### src/rtl/mem_arb_pkg.sv
// Shared types and constants for the two-master memory port arbiter.
// Latency: n/a (declarations only).
// Backpressure: n/a.
package mem_arb_pkg;

    // Write-section masks carried on wsect; all-zero means a read.
    localparam logic [2:0] SECT_NONE    = 3'b000;
    localparam logic [2:0] SECT_BYTE0   = 3'b001;
    localparam logic [2:0] SECT_BYTE1   = 3'b010;
    localparam logic [2:0] SECT_HALF_HI = 3'b100;
    localparam logic [2:0] SECT_WORD    = 3'b111;

    // Port ownership: IDLE arbitrates round-robin, OWNn is a held lock.
    typedef enum logic [1:0] {
        IDLE = 2'd0,
        OWN0 = 2'd1,
        OWN1 = 2'd2
    } own_state_e;

    function automatic logic is_read(input logic [2:0] wsect);
        return wsect == SECT_NONE;
    endfunction

endpackage

### src/rtl/mem_arb_rr_pick.sv
// Two-way round-robin pick: one-hot grant from two requests and last winner.
// Latency: combinational.
// Backpressure: none; a master that is not picked simply keeps requesting.
// Ports: req0/req1 requests, last (1 = master 1 won last time), gnt one-hot.
module mem_arb_rr_pick (
    input  logic       req0,
    input  logic       req1,
    input  logic       last,
    output logic [1:0] gnt
);

    always_comb begin
        gnt = 2'b00;
        if (req0 && req1) begin
            // Tie goes to whoever did not win the previous arbitration.
            gnt = last ? 2'b01 : 2'b10;
        end else begin
            gnt = {req1, req0};
        end
    end

endmodule

### src/rtl/mem_arbiter.sv
// Shares the single memory/MMIO data port between two masters, round-robin,
// with optional grant locking (MEM_ARB_LOCK_EN) and read-data return tagging.
// Latency: grant is combinational; read data returns one cycle after accept.
// Backpressure: ungranted masters hold req/addr/wdata/wsect until gnt.
// Ports: clk24/rst (async, active-high); per master mN_req/lock/addr/wdata/
//        wsect in, mN_gnt/rvalid/rdata out; slave s_addr/wdata/wsect out,
//        s_rdata in. Macro MEM_ARB_LOCK_EN enables locked ownership.
module mem_arbiter
    import mem_arb_pkg::*;
#(
    parameter int unsigned LOCK_MAX = 16
) (
    input  logic        clk24,
    input  logic        rst,
    input  logic        m0_req,
    input  logic        m0_lock,
    input  logic [31:0] m0_addr,
    input  logic [31:0] m0_wdata,
    input  logic [2:0]  m0_wsect,
    output logic        m0_gnt,
    output logic        m0_rvalid,
    output logic [31:0] m0_rdata,
    input  logic        m1_req,
    input  logic        m1_lock,
    input  logic [31:0] m1_addr,
    input  logic [31:0] m1_wdata,
    input  logic [2:0]  m1_wsect,
    output logic        m1_gnt,
    output logic        m1_rvalid,
    output logic [31:0] m1_rdata,
    output logic [31:0] s_addr,
    output logic [31:0] s_wdata,
    output logic [2:0]  s_wsect,
    input  logic [31:0] s_rdata
);

    own_state_e state_q, state_d;
    logic       last_q, last_d;
    logic       rv0_q, rv0_d;
    logic       rv1_q, rv1_d;
    logic [1:0] pick;

`ifdef MEM_ARB_LOCK_EN
    localparam int CNT_W = $clog2(LOCK_MAX + 1);
    logic [CNT_W-1:0] lock_cnt_q, lock_cnt_d;
    logic [CNT_W-1:0] lock_cnt_inc;
`else
    // Lock inputs and the lock limit have no effect in this build.
    logic unused_lock;
    assign unused_lock = ^{m0_lock, m1_lock, LOCK_MAX[0]};
`endif

    mem_arb_rr_pick u_pick (
        .req0 (m0_req),
        .req1 (m1_req),
        .last (last_q),
        .gnt  (pick)
    );

    // Grant decision; held off entirely while reset is asserted.
    always_comb begin
        m0_gnt = 1'b0;
        m1_gnt = 1'b0;
        if (!rst) begin
            case (state_q)
                IDLE:    {m1_gnt, m0_gnt} = pick;
                OWN0:    m0_gnt = m0_req;
                OWN1:    m1_gnt = m1_req;
                default: ;
            endcase
        end
    end

    // Slave mux: an idle port presents m0's address with nothing written.
    always_comb begin
        s_addr  = m0_addr;
        s_wdata = '0;
        s_wsect = SECT_NONE;
        if (m1_gnt) begin
            s_addr  = m1_addr;
            s_wdata = m1_wdata;
            s_wsect = m1_wsect;
        end else if (m0_gnt) begin
            s_addr  = m0_addr;
            s_wdata = m0_wdata;
            s_wsect = m0_wsect;
        end
    end

    // Next-state: round-robin history, ownership and read tags.
    always_comb begin
        state_d = state_q;
        last_d  = last_q;
        rv0_d   = m0_gnt && m0_req && is_read(m0_wsect);
        rv1_d   = m1_gnt && m1_req && is_read(m1_wsect);
`ifdef MEM_ARB_LOCK_EN
        lock_cnt_d   = lock_cnt_q;
        // Count includes the access being granted this cycle.
        lock_cnt_inc = lock_cnt_q + CNT_W'(1);
`endif
        case (state_q)
            IDLE: begin
                if (m0_gnt) last_d = 1'b0;
                if (m1_gnt) last_d = 1'b1;
`ifdef MEM_ARB_LOCK_EN
                // With LOCK_MAX of 1 the first grant already exhausts the lock.
                if (LOCK_MAX > 1) begin
                    if (m0_gnt && m0_lock) begin
                        state_d    = OWN0;
                        lock_cnt_d = CNT_W'(1);
                    end else if (m1_gnt && m1_lock) begin
                        state_d    = OWN1;
                        lock_cnt_d = CNT_W'(1);
                    end
                end
`endif
            end
`ifdef MEM_ARB_LOCK_EN
            OWN0: begin
                if (!m0_req || !m0_lock || lock_cnt_inc == CNT_W'(LOCK_MAX)) begin
                    state_d    = IDLE;
                    lock_cnt_d = '0;
                end else begin
                    lock_cnt_d = lock_cnt_inc;
                end
            end
            OWN1: begin
                if (!m1_req || !m1_lock || lock_cnt_inc == CNT_W'(LOCK_MAX)) begin
                    state_d    = IDLE;
                    lock_cnt_d = '0;
                end else begin
                    lock_cnt_d = lock_cnt_inc;
                end
            end
`endif
            default: state_d = IDLE;
        endcase
    end

    always_ff @(posedge clk24 or posedge rst) begin
        if (rst) begin
            state_q    <= IDLE;
            last_q     <= 1'b1;
            rv0_q      <= 1'b0;
            rv1_q      <= 1'b0;
`ifdef MEM_ARB_LOCK_EN
            lock_cnt_q <= '0;
`endif
        end else begin
            state_q    <= state_d;
            last_q     <= last_d;
            rv0_q      <= rv0_d;
            rv1_q      <= rv1_d;
`ifdef MEM_ARB_LOCK_EN
            lock_cnt_q <= lock_cnt_d;
`endif
        end
    end

    assign m0_rvalid = rv0_q;
    assign m1_rvalid = rv1_q;
    assign m0_rdata  = rv0_q ? s_rdata : '0;
    assign m1_rdata  = rv1_q ? s_rdata : '0;

endmodule

### config.mk
export PLATFORM = sky130hd
export DESIGN_NAME = mem_arbiter
export DESIGN_NICKNAME = d
export VERILOG_FILES = /design/src/rtl/mem_arb_pkg.sv /design/src/rtl/mem_arb_rr_pick.sv /design/src/rtl/mem_arbiter.sv
export SDC_FILE = /design/constraint.sdc
export NUM_CORES = 1
export LEC_CHECK = 0
export BUFFER_PORTS_ARGS = -buffer_cell sky130_fd_sc_hd__buf_2
export CAP_MARGIN = 10
export CORE_AREA = 2 2 119 121
export CTS_BUF_LIST = sky130_fd_sc_hd__clkbuf_8
export DETAILED_ROUTE_END_ITERATION = 6
export DIE_AREA = 0 0 121 123
export SETUP_SLACK_MARGIN = 0.2
export SYNTH_ARGS = -nofsm -noshare
export SYNTH_HDL_FRONTEND = slang
export SYNTH_SLANG_ARGS = --single-unit
### constraint.sdc
create_clock -name clk24 -period 1.4 [get_ports clk24]
set_input_delay 0.21 -clock clk24 [delete_from_list [all_inputs] [get_ports clk24]]
set_output_delay 0.21 -clock clk24 [all_outputs]
set_load 0.01 [all_outputs]
==> impl_metrics.csv, run 1 <==
group,metric,value,unit
die,core_area,0.01361,sq mm
cells_and_area,stdcell_count,666,
clock_tree,clock_latency,220,ps
outcome,status,"finished, violations left",
power,ir_worst_vdd,0.0001649,V
clock_tree,numCtsBuffers,3,
critical_path,rr_startpoint,"last_q",
place,dp_cells,638,
grt,grt_antenna_before_repair,0,
power,finalPower,1.446,mW
synth,synth_top_family_by_area,"simple AND/OR/NAND/NOR gates",
min_path,hold_class,"input port to async pin",
route,route.detailed.drc,0,
critical_path,cp-start-kind,"flip-flop",
cells_and_area,fin_area,0.004214,sq mm
cells_and_area,most-common-layout-cells,"buf_2 (234), buf_6 (78), and2_4 (64)",
place,pre_cts_slack,-286.6,ps
die,die_area,0.01488,sq mm
place,hpwl,8750,microns
critical_path,crit_slowest_cell,"dfstp_2",
route,drt-total-wl,12090,microns
timing,fin_ws,-429.5,ps
die,rows,43,
place,io_buffers,304,
timing,relSlewSlack,0.8446,
power,leakage,2.279,nW
synth,synth_seq_cells,3,
cells_and_area,mostFrequentLayoutCell,"buf_2",
synth,synth_area_leaders,"and2_1 (31%), mux2_2 (28%), a22o_1 (24%)",
synth,post_synth.cell_area_avg,8.117,sq um
clock_tree,ctsHoldBuffers,0,
critical_path,arrival,1620,ps
timing,hold_viol_final,0,
grt,grt_pass1_wl,14480,microns
die,chipHeight,123,microns
clock_tree,clkSlewWorstSetupHoldPaths,40,ps
synth,synth_compound_area_frac,0.2534,
synth,synth_simple_gate_area_frac,0.3391,
critical_path,cp_max_fo,39,
grt,overflow,0,
timing,fmax,546.6,MHz
synth,synthMuxAreaShare,0.2775,
synth,yosys_warnings,0,
critical_path,crit_buf_inv,3,
critical_path,critPathLaunch,"last_q",
critical_path,crit_family,"flip-flops",
place,place_area,0.003075,sq mm
synth,yosysSeqAreaShare,0.05877,
synth,synth-adder-area-share,0,
critical_path,cp_slowest_stage_delay,560,ps
critical_path,path_cells,"a21oi_4 > buf_12 > buf_12 > a22o_1 > buf_2",
clock_tree,cts_tree,"built",
route,wl_per_cell,18.15,microns
timing,worstMarginPinSlew,233.0,ps
route,first_iter_violations,46,
timing,rsz0062_at_grt,"true",
timing,post-route-period-util,1.307,
timing,final.min_clock_period,1830,ps
synth,syn_inst,160,
place,gp_congestion,0.7410,
route,vias,2600,
synth,synth_area_leader_cell,"and2_1",
synth,yosysUniqueCellTypes,16,
synth,synth_xor_area_frac,0,
die,io_pins,307,
synth,synth.net_count,332,
timing,skew,4.807,ps
synth,syn_area,0.001299,sq mm
route,vias_per_cell,3.904,
route,ant_nets,0,
timing,finalMaxSlewViolations,0,
cells_and_area,diodes,0,
critical_path,cp_data_required_time,1190,ps
cells_and_area,layout-drive-gt1-share,0.9156,
power,power_density,343.2,mW/mm^2
clock_tree,htree_levels,1,
clock_tree,max-clock-path-buffers,2,
grt,grt_usage,0.1320,
cells_and_area,final_nets,659,
die,start_util,0.09541,
synth,synth_top_area_frac,0.3083,
critical_path,worstSetupEndpointType,"output port",
outcome,violations,"setup timing",
clock_tree,root_buffer,"clkbuf_8",
critical_path,crit_top_cell,"buf_12",
timing,setup_violations,124,
grt,grt_max_degree,40,
clock_tree,clock_sinks,3,
die,die_w,121,microns
cells_and_area,syn_to_final_growth,224.5,%
flow_run,cap_violations,0,
route,dr.pass1.iters,4,
grt,grt_pass1_vias,2448,
critical_path,critical_path_class,"flip-flop to output port",
## cell families after synthesis
kind of cell           count (synthesis)
multiplexers                          32
AND/OR/NAND/NOR                       69
buffers and inverters                 18
flip-flops                             3
AO/OA/AOI/OAI                         38
## what timing repair did
action,CTS,global route
endpoints found under the setup margin,137,137
hold endpoints to repair,0,0
resized for setup,92,85
pin swaps,25,11
setup buffers,11,3
gates cloned,5,5
## layout make-up
type                            instances  area, sq um
Inverter                                2        7.507
Fill cell                            1438         9398
Sequential cell                         3        83.83
Clock buffer                            3        41.29
Clock inverter                          1        3.754
Timing Repair Buffer                  338         2512
Multi-Input combinational cell        139         1340
Tap cell                              180        225.2
## synthesized netlist by cell type
library cell	number
buf_6	1
a22o_1	35
inv_1	2
nor4b_1	1
dfrtp_1	2
clkbuf_1	7
dfstp_2	1
nand2b_1	2
buf_4	3
and2_1	64
mux2_2	32
o21ai_0	1
nand2_1	1
a21oi_2	2
nor4b_2	1
buf_2	5
## power by group
group | total, mW | switching, mW | internal [mW]
combinational | 1.07 | 0.471 | 0.596
clock | 0.269 | 0.0803 | 0.189
sequential | 0.110 | 0.0112 | 0.0989
total | 1.45 | 0.563 | 0.883
## sequential cells by signal, indices dropped and copies added, names as in the netlist
register   count
last_q         1
m0_rvalid      1
m1_rvalid      1
## worst min-delay path: stages
cell   delay (ps)
buf_2         100
buf_4         120
inv_1         150
## routing by layer
metal | part of all wire | GRT usage
met5 | 0 | 0
met4 | 0.012 | 0.03125
met3 | 0.085 | 0.02260
met2 | 0.55 | 0.2669
met1 | 0.36 | 0.1402
## worst paths after layout
| check | endpoint | slack [ps] | cells after the start |
|---|---|---|---|
| min in group clk24 | m0_rvalid | 320 | 3 |
| min | m0_rvalid | 6 | 3 |
| min reg2reg | last_q | 670 | 3 |
| max in group asynchronous | last_q | 1160 | 3 |
| max | s_wsect[0] | -430 | 5 |
| max reg2reg | m0_rvalid | -80 | 6 |
## metrics by stage
step	util	hold slack (ps)	TNS, ps
after global placement	0.2259	257.1	-14700
final	0.3096	6.432	-28960
after floorplan	-	-37.08	0
after detailed placement	0.2259	255.7	-14300
after global routing	0.3096	15.87	-34740
after CTS	0.2729	7.308	-30270
Power figures use the tool's default switching activity.
==> inputs of run 2 (changes only) <==
Settings changed: CORE_AREA 2 2 119 121 to 2 2 120 122, DIE_AREA 0 0 121 123 to 0 0 122 124, SKIP_LAST_GASP set to 1, SYNTH_HIERARCHICAL set to 1.
==> impl_metrics.csv, run 2 <==
group,metric,value,unit
cells_and_area,most-common-layout-cells,"buf_2 (263), buf_6 (50), mux2_4 (32), and2_4 (32), and2_1 (32)",
clock_tree,numCtsBuffers,3,
die,die_w,122,microns
timing,final.min_clock_period,1898,ps
place,io_buffers,304,
grt,overflow,0,
clock_tree,clock_sinks,3,
timing,fmax,526.8,MHz
synth,synth_common_cells,"and2_1 (64), a32o_1 (35), mux2_4 (32)",
synth,syn_inst,168,
timing,fin_hold_ws,28.28,ps
timing,finalMaxSlewViolations,0,
route,drt-total-wl,10390,microns
die,start_util,0.1110,
clock_tree,clkSlewWorstSetupHoldPaths,30,ps
critical_path,crit_slowest_cell,"dfstp_2",
synth,post_synth.cell_area_avg,9.064,sq um
synth,synth_top_area_frac,0.3155,
critical_path,worstSetupEndpointType,"output port",
clock_tree,max-clock-path-buffers,2,
synth,syn_area,0.001523,sq mm
synth,yosysUniqueCellTypes,19,
clock_tree,root_buffer,"clkbuf_8",
synth,yosysSeqAreaShare,0.05012,
grt,grt_pass1_vias,2455,
die,chipHeight,124,microns
critical_path,cp_data_required_time,1190,ps
synth,synth_area_leader_cell,"mux2_4",
critical_path,cp_max_fo,12,
synth,synth_seq_cells,3,
grt,grt_usage,0.1078,
synth,synth-async-reset-ratio,1.000,
cells_and_area,diodes,0,
synth,synth.net_count,340,
route,route.detailed.drc,0,
route,ant_nets,0,
timing,setup_violations,90,
critical_path,path_cells,"a21boi_2 > nor2b_4 > buf_12 > buf_4 > mux2_4 > buf_2",
critical_path,critical_path_class,"flip-flop to output port",
power,ir_worst_vdd,0.0002098,V
timing,relSlewSlack,0.8616,
route,wl_per_cell,15.25,microns
cells_and_area,layout-drive-gt1-share,0.8623,
route,vias,2727,
flow_run,cap_violations,0,
timing,hold_viol_final,0,
clock_tree,htree_levels,1,
timing,worstMarginPinSlew,207.5,ps
synth,synth_area_leaders,"mux2_4 (32%), and2_1 (26%), a32o_1 (23%)",
synth,yosys_warnings,6,
route,dr.pass1.iters,4,
die,rows,43,
cells_and_area,utilization,0.3097,
power,power_density,369.6,mW/mm^2
place,hpwl,7716,microns
route,first_iter_violations,57,
grt,grt_max_degree,36,
die,die_area,0.01513,sq mm
place,gp_congestion,0.7692,
outcome,status,"finished, violations left",
timing,fin_ws,-498.2,ps
timing,post-route-period-util,1.356,
critical_path,cp_slowest_stage_delay,530,ps
synth,synth_edf_count,0,
die,io_pins,307,
clock_tree,ctsHoldBuffers,0,
timing,rsz0062_at_grt,"true",
clock_tree,cts_tree,"built",
grt,grt_antenna_before_repair,1,
synth,ys.flop_type,"dfrtp_1",
critical_path,cp-start-kind,"flip-flop",
critical_path,crit_family,"flip-flops",
die,core_area,0.01372,sq mm
critical_path,crit_buf_inv,3,
clock_tree,clock_latency,220,ps
cells_and_area,mostFrequentLayoutCell,"buf_2",
synth,yosysMostFrequentCell,"and2_1",
min_path,hold_class,"input port to async pin",
cells_and_area,final_nets,674,
grt,grt_pass1_wl,12490,microns
power,leakage,2.418,nW
outcome,violations,"setup timing",
route,vias_per_cell,4.004,
timing,skew,4.300,ps
critical_path,arrival,1690,ps
cells_and_area,syn_to_final_growth,179.0,%
==> run 2: cell count changes in the layout (fill, tap and decap cells not counted), sizes merged, moves of 2 or more <==
cell / previous run / this run
a22o: 35 / 0
a32o: 0 / 35
a21boi: 0 / 2
nor4b: 2 / 0
a21oi: 2 / 0
nor2: 0 / 2
buf: 335 / 344
clkbuf: 6 / 9
==> run 2: cells by family (layout without fill, tap and decap cells) <==
logic type	count (synthesis)	in the layout	synth area share
AO/OA/AOI/OAI	38	38	0.2449
buffers and inverters	24	357	0.09695
multiplexers	32	32	0.3155
flip-flops	3	3	0.05013
AND/OR/NAND/NOR	71	71	0.2925
==> run 2: what timing repair did <==
action / CTS / global route
pin swaps: 2 / 33
cloned: 5 / 6
gates resized for setup: 38 / 66
endpoints found under the setup margin: 137 / 137
setup buffers: 5 / 7
==> run 2: routing by layer <==
metal	share of wire	GRT usage	routed length, microns	up-vias
met5	0	0	0	-
met4	0.0070	0.01940	73	0
met3	0.075	0.007326	777	7
met2	0.57	0.2287	5913	177
met1	0.35	0.1153	3622	1246
li1	-	-	-	1297
==> run 2: area by class of cell <==
cell class	count	area, sq um
Fill cell	1457	9470
Timing Repair Buffer	350	2455
Multi-Input combinational cell	141	1435
Tap cell	180	225.2
Sequential cell	3	77.57
Clock buffer	3	41.29
Inverter	3	11.26
Clock inverter	1	3.754
==> run 2: worst reg2reg max path, stage by stage, from the launching register on <==
cell and delay, ps:
dfstp_2 530, buf_4 110, inv_2 40, a21boi_4 150, buf_12 160, buf_4 110, buf_6 80, nand2b_4 60
a21o_1 180
==> run 2: final timing paths <==
path                             start         end  slack [ps]  depth (start not counted)
min reg2reg                     last_q      last_q         640                          2
min                                rst   m1_rvalid          30                          3
min in group clk24         m0_wsect[0]   m0_rvalid         210                          2
max                             last_q  s_addr[16]        -500                          6
max reg2reg                     last_q      last_q         -80                          8
max in group asynchronous          rst      last_q        1160                          3
==> run 2: stage by stage <==
stage / total power [mW] / area (sq um) / setup TNS (ps) / instances / setup slack [ps]
after CTS: 1.430 / 3782 / -33290 / 668 / -511.9
after global placement: 1.098 / 3386 / -14710 / 654 / -258.0
final: 1.570 / 4249 / -32860 / 681 / -498.2
after global routing: 1.669 / 4249 / -38270 / 681 / -583.6
after detailed placement: 1.108 / 3386 / -15410 / 654 / -273.8
after floorplan: 0.5825 / 1550 / -5729 / 168 / -116.2
==> run 2: power breakdown <==
group	internal (mW)	switching, mW	leakage [nW]
combinational	0.719	0.499	2.35
sequential	0.0978	0.00490	0.0367
clock	0.187	0.0626	0.0269
total	1.00	0.566	2.42
==> inputs of run 3 (changes only) <==
Settings changed: CORE_AREA 2 2 120 122 to 2 2 119 121, DIE_AREA 0 0 122 124 to 0 0 121 123.
Clock period 1.4 ns to 2.1 ns, I/O delays scaled along.
==> impl_metrics.csv, run 3 (same netlist as run 2, synthesis figures left out) <==
group,metric,value,unit
min_path,hold_class,"input port to async pin",
grt,grt_max_degree,34,
die,rows,43,
grt,grt_antenna_before_repair,0,
cells_and_area,final_nets,653,
timing,final.min_clock_period,2038,ps
timing,skew,3.595,ps
route,vias,2544,
die,start_util,0.1119,
cells_and_area,mostFrequentLayoutCell,"buf_2",
clock_tree,clock_sinks,3,
clock_tree,cts_tree,"built",
critical_path,crit_family,"buffers and inverters",
flow_run,cap_violations,0,
cells_and_area,syn_to_final_growth,130.2,%
place,io_buffers,304,
clock_tree,clkSlewWorstSetupHoldPaths,30,ps
route,dr.pass1.iters,4,
timing,rsz0062_at_grt,"true",
critical_path,cp_slowest_stage_delay,550,ps
timing,fmax,490.7,MHz
die,chipHeight,123,microns
critical_path,cp_data_required_time,1780,ps
die,core_area,0.01361,sq mm
grt,grt_pass1_wl,10760,microns
route,drt-total-wl,8418,microns
critical_path,path_cells,"a21boi_2 > nor2b_4 > buf_12 > buf_6 > buf_4 > a32o_1 > buf_2",
power,leakage,2.137,nW
clock_tree,root_buffer,"clkbuf_8",
grt,grt_pass1_vias,2230,
critical_path,critical_path_class,"flip-flop to output port",
clock_tree,max-clock-path-buffers,2,
grt,overflow,0,
route,wl_per_cell,12.75,microns
critical_path,crit_buf_inv,4,
outcome,status,"complete, no violations",
critical_path,cp-start-kind,"flip-flop",
timing,post-route-period-util,0.9705,
cells_and_area,seqCellArea,76.32,sq um
critical_path,crit_slowest_cell,"dfstp_2",
place,hpwl,7106,microns
cells_and_area,diodes,0,
critical_path,arrival,1720,ps
die,die_area,0.01488,sq mm
timing,finalSetupTns,0,ps
route,vias_per_cell,3.855,
die,io_pins,307,
power,ir_worst_vdd,0.0001418,V
timing,worstMarginPinSlew,246.0,ps
route,ant_nets,0,
cells_and_area,most-common-layout-cells,"buf_2 (302), and2_1 (64), a32o_1 (35)",
cells_and_area,layout-drive-gt1-share,0.7708,
timing,finalMaxSlewViolations,0,
clock_tree,numCtsBuffers,3,
cells_and_area,n_fill_cell,1506,
timing,setup_violations,0,
timing,fin_hold_ws,19.71,ps
timing,relSlewSlack,0.8360,
die,die_w,121,microns
clock_tree,htree_levels,1,
power,power_density,262.3,mW/mm^2
place,gp_congestion,0.7532,
timing,hold_viol_final,0,
route,first_iter_violations,70,
critical_path,cp_max_fo,13,
cells_and_area,multi_input_area,0.001321,sq mm
clock_tree,clock_latency,220,ps
grt,grt_usage,0.09133,
critical_path,worstSetupEndpointType,"output port",
route,route.detailed.drc,0,
==> run 3: cell types whose count changed in the layout (fill, tap and decap cells not counted), moves of 4 or more <==
cell / delta
buf_6: -46
buf_2: +39
and2_1: +32
and2_4: -32
a32o_1: +5
a32o_2: -5
buf_12: -4
buf_16: -4
clkbuf_16: -4
==> run 3: path summary, 6_finish.rpt <==
| path | cells past startpoint | slack (ps) | endpoint | from |
|---|---|---|---|---|
| setup / recovery | 7 | 60 | s_wdata[30] | last_q |
| hold / removal | 2 | 20 | m0_rvalid | rst |
| setup reg to reg | 5 | 680 | m0_rvalid | last_q |
| hold reg to reg | 1 | 530 | last_q | last_q |
| max in group asynchronous | 2 | 1880 | last_q | rst |
| min in group clk24 | 2 | 280 | m0_rvalid | m0_wsect[1] |
==> run 3: timing repair <==
action	CTS	global route
gates resized for setup	5	3
hold buffers	0	0
endpoints found under the setup margin	67	68
cloned	0	2
setup buffers	1	3
==> run 3: report_power, final <==
group | total, mW | switching (mW) | internal (mW)
Combinational | 0.688 | 0.290 | 0.398
Sequential | 0.0696 | 0.00421 | 0.0654
Clock | 0.162 | 0.0379 | 0.124
==> run 3: cell type report <==
cell class / instances / share of cell area
clock buffer: 3 / 0.01178
multi-input combinational: 141 / 0.3769
inverter: 3 / 0.003212
clock inverter: 1 / 0.001071
timing repair buffer: 329 / 0.5211
tap: 180 / 0.06424
sequential: 3 / 0.02177
==> run 3: per-stage QoR <==
step	util	total power, mW	instances	cell area, sq um	setup WS [ps]
floorplan	-	0.3780	168	1523	405.0
global placement	0.2452	0.7052	650	3337	44.20
detailed placement	0.2452	0.7076	650	3337	70.55
CTS	0.2504	0.8864	655	3408	56.77
global route	0.2576	0.9852	660	3506	15.48
finish	0.2576	0.9197	660	3506	61.90
==> run 3: worst reg2reg max path: stages (launching register included) <==
cell	delay (ps)
dfstp_2	550
inv_1	70
a21boi_4	190
buf_12	140
nand2b_1	110
nor4_1	240
==> run 3: layer usage <==
layer  routed length, microns  GRT usage
met5                        0          0
met1                     3109     0.1053
met4                       25    0.01163
met2                     4444     0.1756
met3                      839    0.02030
